$ cat config.mk
export PLATFORM = sky130hd
export DESIGN_NAME = flag_branch_sequencer
export DESIGN_NICKNAME = d
export VERILOG_FILES = /design/src/rtl/seq_pkg.sv /design/src/rtl/flag_branch_sequencer_branch_cond.sv /design/src/rtl/flag_branch_sequencer.sv
export SDC_FILE = /design/constraint.sdc
export NUM_CORES = 1
export LEC_CHECK = 0
export ABC_AREA = 0
export BUFFER_PORTS_ARGS = -buffer_cell sky130_fd_sc_hd__buf_2
export CORE_UTILIZATION = 45
export CTS_CLUSTER_SIZE = 10
export DETAILED_ROUTE_END_ITERATION = 10
export PLACE_DENSITY = 0.78
export SYNTH_ARGS = -nofsm -noshare
export SYNTH_HDL_FRONTEND = slang
export SYNTH_SLANG_ARGS = --single-unit
$ cat constraint.sdc
create_clock -name clk -period 2.45 [get_ports clk]
set_input_delay 0.245 -clock clk [delete_from_list [all_inputs] [get_ports clk]]
set_output_delay 0.245 -clock clk [all_outputs]
set_load 0.03 [all_outputs]
$ cat src/rtl/seq_pkg.sv
// -----------------------------------------------------------------------------
// seq_pkg
// Shared definitions for flag_branch_sequencer and branch_cond:
//   - sequencer state enumeration
//   - opcode class field values and the HLT opcode
//   - jump condition codes (COND_ALWAYS .. COND_NEVER)
//   - the two ALU operation codes the sequencer itself refers to
// -----------------------------------------------------------------------------
package seq_pkg;

  localparam int OPCODE_W = 6;
  localparam int ADDR_W   = 8;
  localparam int ALU_OP_W = 4;

  typedef enum logic [2:0] {
    ST_FETCH       = 3'd0,
    ST_DECODE      = 3'd1,
    ST_EXEC_ALU    = 3'd2,
    ST_JMP_OPERAND = 3'd3,
    ST_JMP_RESOLVE = 3'd4,
    ST_HALT        = 3'd5
  } state_e;

  // Opcode class lives in the top two opcode bits.
  localparam logic [1:0] CLASS_ALU = 2'b00;
  localparam logic [1:0] CLASS_JMP = 2'b01;

  localparam logic [OPCODE_W-1:0] OP_HLT = 6'b11_1111;

  // Jump condition codes, opcode bits [2:0] of a 01_0ccc instruction.
  localparam logic [2:0] COND_ALWAYS = 3'b000;
  localparam logic [2:0] COND_Z      = 3'b001;
  localparam logic [2:0] COND_NZ     = 3'b010;
  localparam logic [2:0] COND_C      = 3'b011;
  localparam logic [2:0] COND_NC     = 3'b100;
  localparam logic [2:0] COND_ODD    = 3'b101;
  localparam logic [2:0] COND_EVEN   = 3'b110;
  localparam logic [2:0] COND_NEVER  = 3'b111;

  // ALU_CHK is the idle ALU operation driven whenever no ALU instruction
  // executes; ALU_ADD is opcode 00_0000.
  localparam logic [ALU_OP_W-1:0] ALU_ADD = 4'h0;
  localparam logic [ALU_OP_W-1:0] ALU_CHK = 4'hF;

endpackage

$ cat src/rtl/flag_branch_sequencer_branch_cond.sv
// -----------------------------------------------------------------------------
// branch_cond
// Purely combinational jump-condition evaluator.
// Ports:
//   ccc      in  3  condition code (COND_* in seq_pkg)
//   i_zero   in  1  latched zero flag
//   i_carry  in  1  latched carry flag
//   i_odd    in  1  latched odd flag
//   taken    out 1  condition holds, jump should be taken
// -----------------------------------------------------------------------------
module branch_cond
  import seq_pkg::*;
(
  input  logic [2:0] ccc,
  input  logic       i_zero,
  input  logic       i_carry,
  input  logic       i_odd,
  output logic       taken
);

  always_comb begin
    // NOTE: default assignment first so every path drives taken; without it an
    // incomplete case would infer a latch.
    taken = 1'b0;
    unique case (ccc)
      COND_ALWAYS: taken = 1'b1;
      COND_Z:      taken = i_zero;
      COND_NZ:     taken = ~i_zero;
      COND_C:      taken = i_carry;
      COND_NC:     taken = ~i_carry;
      COND_ODD:    taken = i_odd;
      COND_EVEN:   taken = ~i_odd;
      COND_NEVER:  taken = 1'b0;
      default:     taken = 1'b0;
    endcase
  end

endmodule

$ cat src/rtl/flag_branch_sequencer.sv
// -----------------------------------------------------------------------------
// flag_branch_sequencer
// Instruction sequencer: fetches an opcode, drives the ALU op and flag-latch
// strobe for ALU instructions, and turns latched ALU flags into a PC load for
// conditional jumps. Sole driver of the ALU op select and flag-latch strobe.
//
// Optional feature: define FLAG_BRANCH_TRACE_EN to add o_taken_count, a
// saturating count of taken jumps.
//
// Ports:
//   clk, rst_n     clock (rising edge), async active-low reset
//   clk_en         step enable; state and registers hold while low
//   i_opcode       instruction register contents, valid from DECODE on
//   i_operand      jump target from memory, valid in JMP_OPERAND
//   i_zero/i_carry/i_odd  latched ALU flags
//   o_ir_load      load instruction register          (FETCH)
//   o_pc_inc       increment PC                        (FETCH, JMP_OPERAND)
//   o_pc_load      load PC from o_pc_target            (JMP_RESOLVE, if taken)
//   o_pc_target    captured jump target
//   o_alu_op       ALU op select, ALU_CHK outside EXEC_ALU
//   o_latch_flags  ALU flag-latch strobe               (EXEC_ALU)
//   o_halted       sequencer in HALT
//   o_taken_count  [FLAG_BRANCH_TRACE_EN] saturating taken-jump count
// Strobes are Moore-decoded and are qualified with clk_en downstream.
// -----------------------------------------------------------------------------
module flag_branch_sequencer
  import seq_pkg::*;
#(
  parameter int OPCODE_WIDTH = OPCODE_W,
  parameter int ADDR_WIDTH   = ADDR_W,
  parameter int ALU_OP_WIDTH = ALU_OP_W
) (
  input  logic                    clk,
  input  logic                    rst_n,
  input  logic                    clk_en,
  input  logic [OPCODE_WIDTH-1:0] i_opcode,
  input  logic [ADDR_WIDTH-1:0]   i_operand,
  input  logic                    i_zero,
  input  logic                    i_carry,
  input  logic                    i_odd,
  output logic                    o_ir_load,
  output logic                    o_pc_inc,
  output logic                    o_pc_load,
  output logic [ADDR_WIDTH-1:0]   o_pc_target,
  output logic [ALU_OP_WIDTH-1:0] o_alu_op,
  output logic                    o_latch_flags,
  output logic                    o_halted
`ifdef FLAG_BRANCH_TRACE_EN
  ,
  output logic [15:0]             o_taken_count
`endif
);

  state_e                  state_q;
  // Only the low bits are needed after DECODE: ALU op, or condition code.
  logic [ALU_OP_WIDTH-1:0] opcode_q;
  logic [ADDR_WIDTH-1:0]   target_q;
  logic                    cond_taken;

  wire [1:0] op_class = i_opcode[OPCODE_WIDTH-1 -: 2];
  wire       is_jump  = (op_class == CLASS_JMP) && !i_opcode[3];

  always_ff @(posedge clk or negedge rst_n) begin
    // NOTE: sequential state uses non-blocking assignments so every register
    // samples pre-edge values regardless of statement order.
    if (!rst_n) begin
      state_q  <= ST_FETCH;
      opcode_q <= '0;
      target_q <= '0;
    end else if (clk_en || state_q == ST_HALT) begin
      unique case (state_q)
        ST_FETCH:  state_q <= ST_DECODE;
        ST_DECODE: begin
          opcode_q <= i_opcode[ALU_OP_WIDTH-1:0];
          if (op_class == CLASS_ALU)  state_q <= ST_EXEC_ALU;
          else if (is_jump)           state_q <= ST_JMP_OPERAND;
          else if (i_opcode == OP_HLT) state_q <= ST_HALT;
          else                        state_q <= ST_FETCH;
        end
        ST_EXEC_ALU: state_q <= ST_FETCH;
        ST_JMP_OPERAND: begin
          target_q <= i_operand;
          state_q  <= ST_JMP_RESOLVE;
        end
        ST_JMP_RESOLVE: state_q <= ST_FETCH;
        ST_HALT:        state_q <= ST_HALT;  // terminal until reset
        default:        state_q <= ST_FETCH;
      endcase
    end
  end

  branch_cond u_branch_cond (
    .ccc     (opcode_q[2:0]),
    .i_zero  (i_zero),
    .i_carry (i_carry),
    .i_odd   (i_odd),
    .taken   (cond_taken)
  );

  // Moore decode from the state register and registered opcode. Flags are
  // read only in JMP_RESOLVE, where o_latch_flags is never asserted.
  always_comb begin
    o_ir_load     = 1'b0;
    o_pc_inc      = 1'b0;
    o_pc_load     = 1'b0;
    o_alu_op      = ALU_CHK;
    o_latch_flags = 1'b0;
    unique case (state_q)
      ST_FETCH: begin
        o_ir_load = 1'b1;
        o_pc_inc  = 1'b1;
      end
      ST_EXEC_ALU: begin
        o_latch_flags = 1'b1;
        o_alu_op      = opcode_q;
      end
      ST_JMP_OPERAND: o_pc_inc  = 1'b1;
      ST_JMP_RESOLVE: o_pc_load = cond_taken;
      default: ;
    endcase
  end

  assign o_pc_target = target_q;
  assign o_halted    = (state_q == ST_HALT);

`ifdef FLAG_BRANCH_TRACE_EN
  always_ff @(posedge clk or negedge rst_n) begin
    if (!rst_n) begin
      o_taken_count <= '0;
    end else if (clk_en && o_pc_load && o_taken_count != 16'hFFFF) begin
      o_taken_count <= o_taken_count + 16'd1;
    end
  end
`endif

endmodule
# After elaboration in Yosys (flattened, before gate mapping)

Index checks and enable logic that the tools add are counted.

Output and inout port bits: 17
Input bits: 20
Bits in registers: 15
Logic and storage cells: 39

Eq/ne operators: 14
Mux-type cells: 10
Reduce and logical (&&, ||, !) cells: 9
Bitwise gates (word level): 3

Operators by type and width:

| cell                                                                   | number |
|---|---|
| 3-bit equality test (second input constant)                            | 6 |
| 3-bit by 2-bit equality test with 1-bit output (second input constant) | 4 |
| 3-bit one-hot mux with 4 select lines                                  | 1 |
| 3-bit 2-to-1 mux                                                       | 3 |
| 1-bit one-hot mux with 8 select lines                                  | 1 |
| 3-bit by 1-bit equality test with 1-bit output (second input constant) | 2 |
| 6-bit equality test (second input constant)                            | 1 |
| 3-bit zero test                                                        | 2 |
| 1-bit 2-to-1 mux                                                       | 4 |
| 4-bit 2-to-1 mux                                                       | 1 |
| 2-bit AND reduction                                                    | 2 |
| 1-bit inverter                                                         | 3 |
| 2-bit by 1-bit equality test with 1-bit output (second input constant) | 1 |
| 2-bit zero test                                                        | 1 |
| 2-bit OR reduction                                                     | 1 |
| 1-bit logical AND                                                      | 1 |
| 1-bit zero test                                                        | 1 |
| 1-bit logical OR                                                       | 1 |

# Logic depth before layout (Yosys ltp)

Gate-level depths: netlist (run 1).

Depth after elaboration: 5
Depth in mapped cells: 4
Depth with buffers taken out: 3

# By module

A second synthesis (run 1) with hierarchy kept.

Cell total of the unflattened synthesis: 67
Area, all modules: 792.0 um2

By module, submodules not included:

| module                | seq. area each (um2) | area an instance (um2) | cells an instance | instances |
|---|---|---|---|---|
| flag_branch_sequencer | 375.4                | 739.5                  | 58                | 1 |
| branch_cond           | 0.0                  | 52.6                   | 9                 | 1 |

# Worst setup path after synthesis (run 1)

OpenSTA, ideal clock, no wires.

Kind: flip-flop to output port
Start: register state_q[2]
End: output o_alu_op[0]
Data arrival time: 1438 ps
Slack: 767 ps
Cell stages (with the launch flop): 4
Required time: 2205 ps
Path buffers: 1
Cell sequence: dfrtp_1 -> buf_2 -> nor3_2 -> nand2_1

Cells in the longest elaborated chain, start to end: 2

Ends and longest elaborated chain:

| what                                           | RTL line                     | text |
|---|---|---|
| start: declaration                             | flag_branch_sequencer.sv:54  | `state_e state_q;` |
| start signal: assignment                       | flag_branch_sequencer.sv:67  | `state_q <= ST_FETCH;` |
| start signal: assignment                       | flag_branch_sequencer.sv:72  | `ST_FETCH: state_q <= ST_DECODE;` |
| start signal: assignment                       | flag_branch_sequencer.sv:75  | `if (op_class == CLASS_ALU) state_q <= ST_EXEC_ALU;` |
| 3-bit by 2-bit equality test with 1-bit output | flag_branch_sequencer.sv:108 | `unique case (state_q)` |
| 4-bit 2-to-1 mux                               | flag_branch_sequencer.sv:108 |  |
| end: declaration                               | flag_branch_sequencer.sv:45  | `output logic [ALU_OP_WIDTH-1:0] o_alu_op,` |

Every way passes these cells.

# Worst setup path after layout (run 1)

Start: register opcode_q[2]
End: output o_pc_load

Cells in the longest elaborated chain, start to end: 3
Elaborated cells on any way between the ends: 10
Classes of those cells: 7 x eq/ne; 2 x mux; 1 x reduce/logical

Ends and longest elaborated chain:

| what                                        | RTL line                                | text |
|---|---|---|
| start: declaration                          | flag_branch_sequencer.sv:56             | `logic [ALU_OP_WIDTH-1:0] opcode_q;` |
| start signal: assignment                    | flag_branch_sequencer.sv:74             | `opcode_q <= i_opcode[ALU_OP_WIDTH-1:0];` |
| 3-bit equality test (tied with other cells) | flag_branch_sequencer_branch_cond.sv:25 | `unique case (ccc)` |
| 1-bit one-hot mux with 8 select lines *     | flag_branch_sequencer_branch_cond.sv:25 |  |
| 1-bit 2-to-1 mux *                          | flag_branch_sequencer.sv:108            |  |
| end: declaration                            | flag_branch_sequencer.sv:43             | `output logic o_pc_load,` |

Every way passes the cells marked *; elsewhere a longest branch is shown, timed or not.

==> results of run 1 <==
==> synthesized netlist by cell type <==
cell | n | area (um2)
dfrtp_1 | 15 | 375.4
mux2_2 | 11 | 123.9
nand2_1 | 5 | 18.77
nor2_1 | 4 | 15.01
o21ai_0 | 4 | 20.02
inv_1 | 3 | 11.26
nand2b_1 | 3 | 18.77
buf_6 | 2 | 22.52
nand4_1 | 2 | 12.51
or4bb_1 | 2 | 22.52
a211oi_1 | 1 | 7.510
a21bo_2 | 1 | 10.01
a21oi_1 | 1 | 5.000
a2bb2oi_1 | 1 | 8.760
and3_1 | 1 | 6.260
and4bb_4 | 1 | 16.27
buf_2 | 1 | 5.000
nand3_4 | 1 | 17.52
nand3b_1 | 1 | 7.510
nor2b_4 | 1 | 13.76
nor3_1 | 1 | 5.000
nor3_2 | 1 | 10.01
o21a_1 | 1 | 7.510
o311ai_0 | 1 | 8.760
o31a_1 | 1 | 8.760
or4b_1 | 1 | 10.01
xor2_1 | 1 | 8.760
==> cells by family (layout without fill, tap and decap cells) <==
family | Yosys count | after routing | synth area share [%]
xor+xnor | 1 | 1 | 1.099
compound gates | 11 | 11 | 9.577
simple gates | 24 | 24 | 21.82
flops | 15 | 15 | 47.10
mux | 11 | 11 | 15.54
buf+inv | 6 | 44 | 4.866
==> worst min-delay path by stage <==
stage	startpoint	endpoint	cells past startpoint	slack (ns)
global placement	rst_n	state_q[1]	1	0.16
finish	i_operand[1]	o_pc_target[1]	2	0.17
detailed placement	rst_n	state_q[1]	1	0.16
global route	i_operand[3]	o_pc_target[3]	2	0.15
CTS	i_operand[1]	o_pc_target[1]	2	0.16
floorplan	rst_n	o_pc_target[0]	0	-0.05
==> routing by layer <==
| layer | GRT usage (%) | routed length (um) | up-vias |
|---|---|---|---|
| met5 | 0 | 0 | - |
| met3 | 7.755 | 84 | 4 |
| met1 | 20.22 | 679 | 308 |
| li1 | - | - | 321 |
| met2 | 35.29 | 858 | 19 |
| met4 | 14.55 | 40 | 0 |
==> final cells by class <==
cell class | count | area share (%)
multi-input combinational | 47 | 37.92
sequential | 15 | 37.17
timing repair buffer | 37 | 18.84
clock buffer | 3 | 2.230
tap | 16 | 1.983
inverter | 3 | 1.115
clock inverter | 1 | 0.7435
==> power by group through the flow <==
| stage | combinational (mW) | sequential [mW] | clock (mW) |
|---|---|---|---|
| 2_1_floorplan | 0.386 | 0.556 | 0 |
| 6_report | 0.605 | 0.480 | 0.151 |
| 4_1_cts | 0.611 | 0.481 | 0.157 |
| 3_3_place_gp | 0.596 | 0.473 | 0 |
| 3_5_place_dp | 0.609 | 0.486 | 0 |
| 5_1_grt | 0.649 | 0.500 | 0.165 |
==> registers in the layout, summed over array words and instances, names as in the netlist <==
| signal | count |
|---|---|
| o_pc_target | 8 |
| opcode_q | 4 |
| state_q | 3 |
==> worst max-delay path, stage by stage, from the launching register on <==
cell,delay [ns]
dfrtp_1,0.45
or4b_1,0.52
nand4_1,0.10
a211oi_1,0.04
buf_2,0.18
==> metrics by stage <==
stage          total power [mW]  area (um2)  instances  setup slack [ns]  hold WS [ns]
6_report                  1.235        1010        122            0.6071        0.1652
3_3_place_gp              1.069       969.7        117            0.9715        0.1619
5_1_grt                   1.315        1010        122            0.5094        0.1537
3_5_place_dp              1.095       969.7        117            0.9476        0.1635
4_1_cts                   1.248        1010        122            0.6006        0.1588
2_1_floorplan            0.9425       797.0         68            0.7674      -0.05059
==> what timing repair did <==
action / CTS / global route
setup endpoints to repair: 0 / 0
hold buffers: 1 / 0
buffers inserted: 0 / 0
hold endpoints to repair: 15 / 0
==> qor.csv, run 1 <==
metric,value,unit
sequentialPowerShare,38.8,%
die_width,44.09,um
syn2layout_area_growth,26.69,%
register_area,375.4,um2
status,finished clean,
clkPwrFrac,12.2,%
die_height,44.09,um
critical_path_arrival,1.60,ns
wirelength,1662,um
final_common_cell,buf_2,
antenna_found_initial,0,
skew,0.01073,ns
fmax,0.5426,GHz
drc_errors,0,
multi_input_area,382.9,um2
grt_pass1_vias,651,
numCtsBuffers,3,
io_buffers,36,
grt_pass1_wl,2704,um
slew_violations,0,
syn_inst,68,
rows,14,
fin_crit_sh,75.22,%
critPathLaunch,opcode_q[2],
cts_tree,done,
antenna_cells,0,
power.switching,0.5621,mW
drive_gt1_share,52.83,%
globalplace.congestion,0.8430,
period_needed,1.843,ns
clk_latency,0.30,ns
switching_share,45.50,%
cts_buffer_depth,2,
clkSlewWorstSetupHoldPaths,0.10,ns
nets,127,
power.density,1223,nW/um2
synth_nets,88,
start_util,50.56,%
via_per_inst,5.344,
fill_cells,129,
hold_viol,0,
ys_ff_latch,15,
drtAntennaViolNets,0,
leakagePower,0.4864,nW
reg2reg_setup_slack,1.07,ns
endpoint,o_pc_load,
synth.cell_area,797.0,um2
grt_setup_unrepaired,no,
die-area,1943,um2
core,1577,um2
end_kind,output pin,
grt_max_degree,16,
r2r_start,state_q[1],
tightestPinTransition,0.3551,ns
finalSetupTns,0,ns
num_io_pins,37,
worst_setup_path_start_kind,flop,
dp_hpwl,1321,um
ctsHtreeMaxLevel,1,
reg2reg_to,opcode_q[2],
final_cell_mix,"buf_2, dfrtp_1, mux2_2",
reg2reg_depth,2,
synth_seq_area_share,47.10,%
hold_class,input port to flop,
yosysUniqueCellTypes,27,
critical_path_class,flop to output pin,
cts.sinks,15,
cts-root-buf,clkbuf_4,
routed-via-count,652,
firstDrtPassIters,5,
track_usage,20.59,%
p_int,0.6732,mW
setup_viol_count_final,0,
post_cts_resized,0,
combinationalPowerShare,49.0,%
final_util,64.05,%
first_iter_violations,13,
drv_cap,0,
cp_max_fo,7,
crit_required,2.20,ns
wl_per_cell,13.62,um
ir_worst_vdd,0.0005855,V
relSlewSlack,76.03,%
syn_area_per_cell,11.72,um2
overflow,0,
ys.warnings.count,0,
No activity file was read; power rests on OpenSTA's default activity.
==> run 2, diff against run 1 <==
--- a/config.mk
+++ b/config.mk
@@ -5,12 +5,12 @@
 export SDC_FILE = /design/constraint.sdc
 export NUM_CORES = 1
 export LEC_CHECK = 0
-export ABC_AREA = 0
+export ABC_AREA = 1
 export BUFFER_PORTS_ARGS = -buffer_cell sky130_fd_sc_hd__buf_2
-export CORE_UTILIZATION = 45
+export CORE_UTILIZATION = 40
 export CTS_CLUSTER_SIZE = 10
 export DETAILED_ROUTE_END_ITERATION = 10
-export PLACE_DENSITY = 0.78
+export PLACE_DENSITY = 0.73
 export SYNTH_ARGS = -nofsm -noshare
 export SYNTH_HDL_FRONTEND = slang
 export SYNTH_SLANG_ARGS = --single-unit
==> constraint.sdc (replaced) <==
create_clock -name clk -period 1.5 [get_ports clk]
set_input_delay 0.15 -clock clk [delete_from_list [all_inputs] [get_ports clk]]
set_output_delay 0.15 -clock clk [all_outputs]
set_load 0.03 [all_outputs]
==> run 2 against run 1 <==
The run now ends with negative setup slack left. Final cell count increased by 51%. Critical endpoint is now o_pc_inc. Synthesized cell count increased by 62%. Die area increased by 12%. First-iteration DRC count increased by 77%.
==> qor.csv, run 2 <==
metric,value,unit,change
critical_path_arrival,1.36,ns,-0.24 ns
ir_worst_vdd,0.0003523,V,-40%
async_reset_ff_share,100.0,%,unchanged
placed_cell_area,1015,um2,+4.6%
grt_pass1_vias,721,,+11%
cp_max_fo,5,,-2
synth.area.top_cells,"dfrtp_1, nand2_1, nand3_1",,
finalPower,0.6871,mW,-44%
yosysTopAreaCell,dfrtp_1,,
slew_violations,0,,unchanged
drive_gt1_share,39.62,%,-13 points
clkSlewWorstSetupHoldPaths,0.09,ns,about the same
grt_pass1_wl,2967,um,+9.7%
final_design_area_no_fill,1159,um2,+15%
globalplace.congestion,0.8511,,+0.96%
placedCellCount,171,,+46%
grt_max_degree,16,,unchanged
synth_edf_count,0,,unchanged
die_height,46.60,um,+5.7%
routed-via-count,887,,+36%
cts-root-buf,clkbuf_4,,
fin_crit_sh,100.7,%,
synth-main-ff-cell,dfrtp_1,,
violations,negative setup slack,,
die_width,46.60,um,+5.7%
hold_class,input port to flop,,
num_io_pins,37,,unchanged
synth_nets,130,,+48%
fin_ws,-0.01085,ns,-0.6179 ns
start_util,44.17,%,-6.4 points
end_kind,output pin,,
ys_top_cells_by_count,"nand2_1, dfrtp_1, nor2_1",,
critical_path_class,flop to output pin,,
syn_area_per_cell,7.234,um2,-38%
p_int,0.5322,mW,-21%
drv_cap,0,,unchanged
ys_ff_latch,15,,unchanged
leakagePower,0.7058,nW,+45%
synth_most_common_cell,nand2_1,,
ys.warnings.count,0,,unchanged
synth.cell_area,795.8,um2,-0.16%
drtAntennaViolNets,0,,unchanged
rows,15,,+1
antenna_cells,0,,unchanged
cts_buffer_depth,2,,unchanged
power.switching,0.1550,mW,-72%
fmax,0.6619,GHz,
syn2layout_area_growth,45.60,%,
worst_hold_slack,0.08970,ns,-0.07552 ns
status,finished with violations,,
place_ws,0.1477,ns,-0.7999 ns
antenna_found_initial,0,,unchanged
switching_share,22.55,%,-23 points
cts_tree,done,,
clk_latency,0.28,ns,-0.02 ns
sequentialPowerShare,58.8,%,+20 points
wirelength,2061,um,+24%
numCtsBuffers,3,,unchanged
core,1802,um2,+14%
overflow,0,,unchanged
combinationalPowerShare,7.4,%,-42 points
via_per_inst,4.821,,-9.8%
track_usage,20.05,%,-0.54 points
hold_viol,0,,unchanged
crit_required,1.35,ns,-0.85 ns
cts.sinks,15,,unchanged
yosysUniqueCellTypes,18,,-33%
setup_viol_count_final,1,,+1
final_common_cell,nand2_1,,
synth_seq_area_share,47.17,%,+0.074 points
skew,0.0002816,ns,-0.01045 ns
firstDrtPassIters,4,,-1
clkPwrFrac,33.8,%,+22 points
yosysTopAreaCellShare,47.17,%,+0.074 points
worst_setup_path_start_kind,flop,,
nets,180,,+42%
syn_inst,110,,+62%
grt_setup_unrepaired,yes,,
relSlewSlack,77.25,%,+1.2 points
io_buffers,36,,unchanged
drc_errors,0,,unchanged
die-area,2172,um2,+12%
final_cell_mix,"nand2_1, buf_2, nor2_1, dfrtp_1",,
dp_hpwl,1461,um,+11%
ctsHtreeMaxLevel,1,,unchanged
period_needed,1.511,ns,
power.density,593.1,nW/um2,-52%
stdcell_count,184,,+51%
wl_per_cell,11.20,um,-18%
tightestPinTransition,0.3412,ns,-0.01391 ns
first_iter_violations,23,,+10
largest_reg_flops,8,,unchanged
## run 2: cell types whose count changed in the layout (fill, tap and decap cells not counted), sizes merged, moves of 3 or more
cell | before | now
nand2 | 5 | 42
mux2 | 11 | 0
nand3 | 1 | 12
nor2 | 4 | 14
buf | 36 | 45
inv | 3 | 12
a21oi | 1 | 5
nand2b | 3 | 0
o21ai | 4 | 1
## run 2: metrics by stage
step	util, %	TNS, ns
finish	64.31	-0.01085
global route	64.31	-0.3174
CTS	61.11	0
detailed placement	56.32	0
global placement	56.32	0
floorplan	-	0
## run 2: final timing paths
path	from	endpoint	slack [ns]	depth (start not counted)
worst min-delay path	i_operand[5]	o_pc_target[5]	0.09	3
min in group asynchronous	rst_n	opcode_q[3]	0.30	2
worst max register to register	state_q[1]	o_pc_target[2]	0.12	7
max in group asynchronous	rst_n	state_q[2]	0.93	2
worst max-delay path	state_q[1]	o_pc_inc	-0.01	5
worst min register to register	o_pc_target[7]	o_pc_target[7]	0.47	2
## run 2: final cells by class
class | instances | area [um2]
Tap cell | 25 | 31.28
Timing Repair Buffer | 47 | 297.8
Inverter | 12 | 45.04
Multi-Input combinational cell | 81 | 380.4
Clock buffer | 4 | 26.28
Fill cell | 169 | 643.1
Sequential cell | 15 | 377.9
## run 2: power groups by stage
stage / Clock (mW) / Combinational (mW) / Sequential (mW)
finish: 0.232 / 0.0510 / 0.404
global route: 0.260 / 0.0564 / 0.404
CTS: 0.238 / 0.0502 / 0.404
detailed placement: 0 / 0.0479 / 0.412
global placement: 0 / 0.0470 / 0.412
floorplan: 0 / 0.0102 / 0.412
## run 2: worst max-delay path, cell delays in order (launching register included)
cell	delay (ns)
dfrtp_1	0.38
inv_2	0.08
buf_4	0.14
nor3_4	0.21
or2_4	0.15
buf_6	0.12
## run 2: kinds of logic (layout without fill, tap and decap cells)
group,after synthesis,count (layout),synth area share [%]
buffers and inverters,14,63,8.019
and+or+nand+nor,73,73,39.31
DFF,15,15,47.17
AOI/OAI and AO/OA,8,8,5.503
## run 2: layer usage
metal	up-vias	GRT usage, %	wire length (um)
met5	-	0	0
met4	0	10.59	12
met3	2	3.529	86
met2	29	32.78	1058
met1	411	24.76	903
li1	445	-	-
## run 2: timing repair
item                       CTS  global route
pin swaps                    2             5
hold endpoints to repair    15             0
setup endpoints to repair    3             9
cloned                       0             0
buffers inserted             4             4
gates resized for setup      8            15
hold buffers                 1             0
